**config.mk**
```make
export PLATFORM = sky130hd
export DESIGN_NAME = div64
export DESIGN_NICKNAME = d
export VERILOG_FILES = /design/src/rtl/div64.sv
export SDC_FILE = /design/constraint.sdc
export NUM_CORES = 1
export LEC_CHECK = 0
export BUFFER_PORTS_ARGS = -buffer_cell sky130_fd_sc_hd__buf_2
export CAP_MARGIN = 25
export CORE_ASPECT_RATIO = 0.5
export CORE_UTILIZATION = 45
export CTS_CLUSTER_SIZE = 10
export DETAILED_ROUTE_END_ITERATION = 7
export PLACE_DENSITY_LB_ADDON = 0.15
export RECOVER_POWER = 50
export SETUP_SLACK_MARGIN = 0.5
export SYNTH_ARGS = -nofsm -noshare
export SYNTH_HDL_FRONTEND = slang
export SYNTH_SLANG_ARGS = --single-unit
```
**constraint.sdc**
```tcl
create_clock -name clk -period 10 [get_ports clk]
set_input_delay 0.5 -clock clk [delete_from_list [all_inputs] [get_ports clk]]
set_output_delay 0.5 -clock clk [all_outputs]
set_load 0.1 [all_outputs]
```
**src/rtl/div64.sv**
```systemverilog
`timescale 1ns/1ps
`default_nettype none
// ============================================================================
// Module      : div64
// Description : Multi-cycle 64-bit integer divider for RV64M DIV, DIVU, REM
//               and REMU. Radix-2 restoring division retiring one quotient
//               bit per cycle, with a start/done handshake toward the
//               execute-stage controller. Division by zero and signed
//               overflow follow the RISC-V M-extension rules.
//
// Ports       : clk     in   1      clock, rising-edge
//               reset   in   1      synchronous active-high reset
//               start   in   1      request, sampled only while idle
//               op      in   2      00 DIV, 01 DIVU, 10 REM, 11 REMU
//               a       in   WIDTH  dividend, sampled with start
//               b       in   WIDTH  divisor, sampled with start
//               busy    out  1      high from cycle after accept until done
//               done    out  1      single-cycle pulse, result valid
//               result  out  WIDTH  quotient (op[1]=0) or remainder (op[1]=1)
//
// Options     : DIV64_EARLY_OUT_EN - when defined, b = 0, signed overflow and
//               |a| < |b| complete in one cycle straight from idle. When not
//               defined every operation takes the full 66-cycle path.
//
// Revision    : 1.0 - initial release
// ============================================================================
module div64 #(
    parameter int WIDTH = 64
) (
    input  logic             clk,
    input  logic             reset,
    input  logic             start,
    input  logic [1:0]       op,
    input  logic [WIDTH-1:0] a,
    input  logic [WIDTH-1:0] b,
    output logic             busy,
    output logic             done,
    output logic [WIDTH-1:0] result
);

    // ------------------------------------------------------------------------
    // Constants
    // ------------------------------------------------------------------------
    localparam int                 c_CNT_W = $clog2(WIDTH);
    localparam logic [c_CNT_W-1:0] c_LAST  = c_CNT_W'(WIDTH - 1);
    localparam logic [WIDTH-1:0]   c_MIN   = {1'b1, {(WIDTH-1){1'b0}}};

    localparam logic [1:0] c_IDLE = 2'd0;
    localparam logic [1:0] c_CALC = 2'd1;
    localparam logic [1:0] c_FIX  = 2'd2;
    localparam logic [1:0] c_DONE = 2'd3;

    // ------------------------------------------------------------------------
    // State and datapath registers
    // ------------------------------------------------------------------------
    logic [1:0]         r_state;
    logic [1:0]         w_state_nxt;
    logic [c_CNT_W-1:0] r_cnt;
    logic [WIDTH-1:0]   r_rem;       // partial remainder
    logic [WIDTH-1:0]   r_quo;       // dividend bits shift out, quotient bits shift in
    logic [WIDTH-1:0]   r_dvs;       // divisor magnitude
    logic [WIDTH-1:0]   r_a;         // original dividend, the remainder for b = 0
    logic               r_sel_rem;   // op[1]: return remainder instead of quotient
    logic               r_neg_q;
    logic               r_neg_r;
    logic               r_b_zero;
    logic [WIDTH-1:0]   r_result;

    // ------------------------------------------------------------------------
    // Operand conditioning at accept time
    // ------------------------------------------------------------------------
    logic             w_signed;
    logic             w_a_neg;
    logic             w_b_neg;
    logic [WIDTH-1:0] w_a_mag;
    logic [WIDTH-1:0] w_b_mag;
    logic             w_b_zero;
    logic             w_ovf;
    logic             w_early;
    logic [WIDTH-1:0] w_early_result;

    assign w_signed = ~op[0];
    assign w_a_neg  = w_signed & a[WIDTH-1];
    assign w_b_neg  = w_signed & b[WIDTH-1];
    // Magnitudes are treated as unsigned, so the most negative value maps
    // onto 2^(WIDTH-1) without overflow.
    assign w_a_mag  = w_a_neg ? -a : a;
    assign w_b_mag  = w_b_neg ? -b : b;
    assign w_b_zero = (b == '0);
    assign w_ovf    = w_signed & (a == c_MIN) & (b == '1);

`ifdef DIV64_EARLY_OUT_EN
    logic [WIDTH-1:0] w_early_q;
    logic [WIDTH-1:0] w_early_r;

    // b = 0 cannot satisfy the magnitude compare and the overflow pair has
    // |a| > |b|, so the three cases never overlap.
    assign w_early   = w_b_zero | w_ovf | (w_a_mag < w_b_mag);
    assign w_early_q = w_b_zero ? '1 : (w_ovf ? c_MIN : '0);
    assign w_early_r = w_ovf ? '0 : a;
    assign w_early_result = op[1] ? w_early_r : w_early_q;
`else
    assign w_early        = 1'b0;
    assign w_early_result = '0;
`endif

    // ------------------------------------------------------------------------
    // One restoring step: shift in the next dividend bit and trial-subtract.
    // The 65-bit difference has its top bit set exactly when the shifted
    // remainder is below the divisor, so that bit is the inverted quotient bit.
    // ------------------------------------------------------------------------
    logic [WIDTH:0] w_rem_shift;
    logic [WIDTH:0] w_rem_sub;
    logic           w_q_bit;

    assign w_rem_shift = {r_rem, r_quo[WIDTH-1]};
    assign w_rem_sub   = w_rem_shift - {1'b0, r_dvs};
    assign w_q_bit     = ~w_rem_sub[WIDTH];

    // ------------------------------------------------------------------------
    // Sign correction and special values. Signed overflow needs no special
    // case: 2^63 / 1 negated is -2^63 again, with a zero remainder.
    // ------------------------------------------------------------------------
    logic [WIDTH-1:0] w_fix_q;
    logic [WIDTH-1:0] w_fix_r;

    assign w_fix_q = r_b_zero ? '1  : (r_neg_q ? -r_quo : r_quo);
    assign w_fix_r = r_b_zero ? r_a : (r_neg_r ? -r_rem : r_rem);

    // ------------------------------------------------------------------------
    // FSM
    // ------------------------------------------------------------------------
    always_ff @(posedge clk) begin
        if (reset) begin
            r_state <= c_IDLE;
        end else begin
            r_state <= w_state_nxt;
        end
    end

    always_comb begin
        w_state_nxt = r_state;
        case (r_state)
            c_IDLE: begin
                if (start) begin
                    w_state_nxt = w_early ? c_DONE : c_CALC;
                end
            end
            c_CALC: begin
                if (r_cnt == c_LAST) begin
                    w_state_nxt = c_FIX;
                end
            end
            c_FIX:   w_state_nxt = c_DONE;
            c_DONE:  w_state_nxt = c_IDLE;
            default: w_state_nxt = c_IDLE;
        endcase
    end

    // ------------------------------------------------------------------------
    // Datapath
    // ------------------------------------------------------------------------
    always_ff @(posedge clk) begin
        if (reset) begin
            r_cnt     <= '0;
            r_rem     <= '0;
            r_quo     <= '0;
            r_dvs     <= '0;
            r_a       <= '0;
            r_sel_rem <= 1'b0;
            r_neg_q   <= 1'b0;
            r_neg_r   <= 1'b0;
            r_b_zero  <= 1'b0;
            r_result  <= '0;
        end else begin
            case (r_state)
                c_IDLE: begin
                    if (start) begin
                        r_cnt     <= '0;
                        r_rem     <= '0;
                        r_quo     <= w_a_mag;
                        r_dvs     <= w_b_mag;
                        r_a       <= a;
                        r_sel_rem <= op[1];
                        r_neg_q   <= w_a_neg ^ w_b_neg;
                        r_neg_r   <= w_a_neg;
                        r_b_zero  <= w_b_zero;
                        if (w_early) begin
                            r_result <= w_early_result;
                        end
                    end
                end
                c_CALC: begin
                    r_cnt <= r_cnt + c_CNT_W'(1);
                    r_quo <= {r_quo[WIDTH-2:0], w_q_bit};
                    r_rem <= w_q_bit ? w_rem_sub[WIDTH-1:0] : w_rem_shift[WIDTH-1:0];
                end
                c_FIX: begin
                    r_result <= r_sel_rem ? w_fix_r : w_fix_q;
                end
                default: begin
                end
            endcase
        end
    end

    // ------------------------------------------------------------------------
    // Outputs
    // ------------------------------------------------------------------------
    assign busy   = (r_state == c_CALC) | (r_state == c_FIX);
    assign done   = (r_state == c_DONE);
    assign result = r_result;

endmodule
`default_nettype wire

```
==> out/results.tsv <==
stage	metric	value	unit
status	status	finished, violations left	
status	failing checks	DRC, capacitance limit, slew limit	
clock_network	H-tree depth	2	
sta	Final WS setup	3660	ps
detailed_routing	DRT antenna net count	0	
critical_path	Startpoint Class	input pin	
global_routing	initial antenna violation count	3	
clock_network	Worst-path clk slew	60	ps
global_routing	total gr overflow	0	
sta	Max Slew Vio Count	285	
logic_synthesis	Synth Register Bits	332	
critical_path	crit-path cells	clkbuf_8 > clkbuf_1 > clkbuf_1 > a311oi_1	
critical_path	worst r2r path cells	5	
min_path	Cells on Worst Hold Path	3	
clock_network	CTS Buf Count	39	
placement	dpl ws	5580	ps
min_path	Worst Min Path Start	op[1]	
logic_synthesis	Post-synth EDFFs	0	
die	die width	318	um
finish	area delta synth->final	10.1	%
die	die area	50900	um^2
critical_path	Worst Path Required	10220	ps
logic_synthesis	Synth Flop Type	dfxtp_1	
clock_network	hold buffers post-CTS	0	
detailed_routing	DRT iter0 DRCs	2927	
global_routing	vias in the first global route	20729	
detailed_routing	DR vias	23199	
clock_network	Bufs on Longest Clock Path	3	
min_path	Hold Crit Class	input pin to flip-flop	
global_routing	Overall Global Routing Usage	0.308	
die	io pins	199	
critical_path	CP delay by family, top	buffers and inverters	
logic_synthesis	Mapped Nets	3253	
clock_network	CTS tree	done	
critical_path	worst path bufs/invs	3	
sta	Rel. slew slack	-1.90	
critical_path	Arr. time, crit path	6560	ps
logic_synthesis	Post-Synthesis Cell Area	22500	um^2
logic_synthesis	Netlist cell types	76	
detailed_routing	total iterations of the first detailed-routing run	8	
critical_path	RR Startpoint	r_state[0]	
finish	share of post-route cells with drive strength above 1	0.0779	
sta	unrepaired setup endpoints after global routing	false	
die	core area	48900	um^2
clock_network	Worst-Skew Late Latency	560	ps
logic_synthesis	Syn Area/Cell	7.39	um^2
finish	Nets	3321	
sta	fin crit period	6340	ps
detailed_routing	DRT Wirelength	80.9	mm
power	P_leak	9.49	nW
sta	clk_skew	18.8	ps
power	Pwr Total	5.93	mW
critical_path	critical path's largest stage delay	2750	ps
placement	DP HPWL	59.7	mm
critical_path	Crit Path Class	input pin to flip-flop	
die	Starting Density	0.460	
critical_path	CP max FO	118	
power	Pwr Density	239	nW/um^2
sta	Tcrit/Tclk final	0.634	
die	Die Height	160	um
sta	setup tns final	0	ps
sta	final hold vios	0	
sta	worst hold slack	188	ps
placement	PortBufs	198	
critical_path	Critical Path End Type	flip-flop	
global_routing	largest net degree at the start of global routing	119	
clock_network	Post CTS Setup Buffer Count	0	
global_routing	global-route wire length before repair	124	mm
sta	Final Setup Violations	0	
clock_network	clock tree sinks	332	
clock_network	Gates resized, CTS repair	0	
placement	RePlAce Congestion	0.958	
logic_synthesis	YS warnings	0	
critical_path	flop-to-flop setup slack	5270	ps
logic_synthesis	ys async rst share	0	
detailed_routing	Routed WL per cell	21.5	um
die	num rows	57	
clock_network	Clock Root Buffer	clkbuf_16	
critical_path	reg2reg end	r_dvs[56]	
logic_synthesis	Synth Instances	3046	
detailed_routing	vias per inst	6.16	
min_path	Hold Crit Endpoint	r_sel_rem	
sta	Max Clock Freq	0.158	GHz
job	Max-Cap Viols	4	
sta	worst-margin pin slew	4350	ps
logic_synthesis	sequential area share after synthesis	0.295	
detailed_routing	residual DRC count	4	
critical_path	cell mode on critical path	clkbuf_1	
critical_path	CP max stage cell	clkbuf_1	
power	Peak VDD IR	198	uV
## logic make-up (layout without fill, tap and decap cells)
family                     after synthesis  count (layout)  share of synthesized area
xor gates and xnor gates               297             297                      0.116
AOI/OAI and AO/OA                      956             956                      0.273
muxes                                   14              14                    0.00634
adders and majority gates               74              74                     0.0415
and+or+nand+nor                       1066            1066                      0.217
DFF                                    332             332                      0.295
other                                    0               1                          0
buffers and inverters                  307             379                     0.0512
## flip-flops by register name (all words and copies together), names as in the netlist, 2 cells and up
signal / count
r_cnt: 6
r_a: 64
r_dvs: 64
r_state: 2
result: 64
r_quo: 64
r_rem: 64
## Yosys cell counts, drive strengths merged, types with 23 or more instances
cell / n / area (um^2)
o31ai: 59 / 443
o221ai: 33 / 289
o21ai: 225 / 1130
a211oi: 61 / 458
nand2: 407 / 1530
or4: 27 / 218
nand3: 41 / 205
o41ai: 37 / 324
buf: 23 / 86.3
xnor2: 162 / 1420
a21o: 30 / 225
a222oi: 59 / 591
inv: 107 / 402
dfxtp: 332 / 6650
ha: 73 / 913
nand2b: 32 / 200
a21oi: 305 / 1530
xor2: 135 / 1180
nand4: 34 / 213
nor3: 67 / 347
nor4: 40 / 265
clkbuf: 177 / 664
or3: 37 / 231
nor2: 309 / 1160
## worst reg2reg max path, cell delays in order (launching register included)
cell and delay (ps):
dfxtp_1 360, inv_1 90, ha_1 280, nand2_1 190, clkbuf_1 3070, a221oi_1 430
## where the power goes
group	switching, mW	internal [mW]	total [mW]
logic	1.99	0.801	2.79
registers	0.255	1.59	1.84
clock network	0.582	0.716	1.30
total	2.82	3.10	5.93
## per-layer routing
| metal | share of wire | up-vias | GRT usage |
|---|---|---|---|
| met5 | 0.00011 | - | 0 |
| met4 | 0.022 | 2 | 0.0692 |
| li1 | - | 11130 | - |
| met1 | 0.49 | 10866 | 0.483 |
| met2 | 0.38 | 1096 | 0.409 |
| met3 | 0.11 | 105 | 0.0733 |
## final cells by class
cell class                 count  area [um^2]
fill                        4909        24100
multi-input combinational   2407        14700
sequential                   332         6650
timing repair buffer         227         1130
clock buffer                  42         1020
tap                          649          812
inverter                     107          402
clock inverter                 3         32.5
antenna                        1         2.50
## placed cells by master, fill, tap and decap left out, types with 73 or more instances in the layout
cell type / instances
buf_2: 131
xor2_1: 135
inv_1: 107
nand2_1: 407
xnor2_1: 161
o21ai_0: 199
nor2_1: 304
a21oi_1: 305
dfxtp_1: 328
ha_1: 73
## worst max-delay path by stage
| stage | startpoint | slack (ps) | to | depth (start not counted) |
|---|---|---|---|---|
| final | reset | 3660 | r_dvs[1] | 4 |
| after global routing | reset | 3190 | r_dvs[60] | 6 |
| after CTS | r_quo[63] | 5530 | r_rem[57] | 12 |
| after detailed placement | r_quo[63] | 5580 | r_rem[57] | 12 |
| after global placement | r_quo[63] | 5800 | r_rem[57] | 12 |
| after floorplan | r_quo[63] | 6450 | r_rem[63] | 15 |
## metrics by stage
step,util,instance area (um^2),cells
2_1_floorplan,-,22500,3046
3_3_place_gp,0.487,23800,3721
3_5_place_dp,0.487,23800,3721
4_1_cts,0.508,24900,3766
5_1_grt,0.506,24800,3768
6_report,0.506,24800,3768
Power figures use the tool's default switching activity.
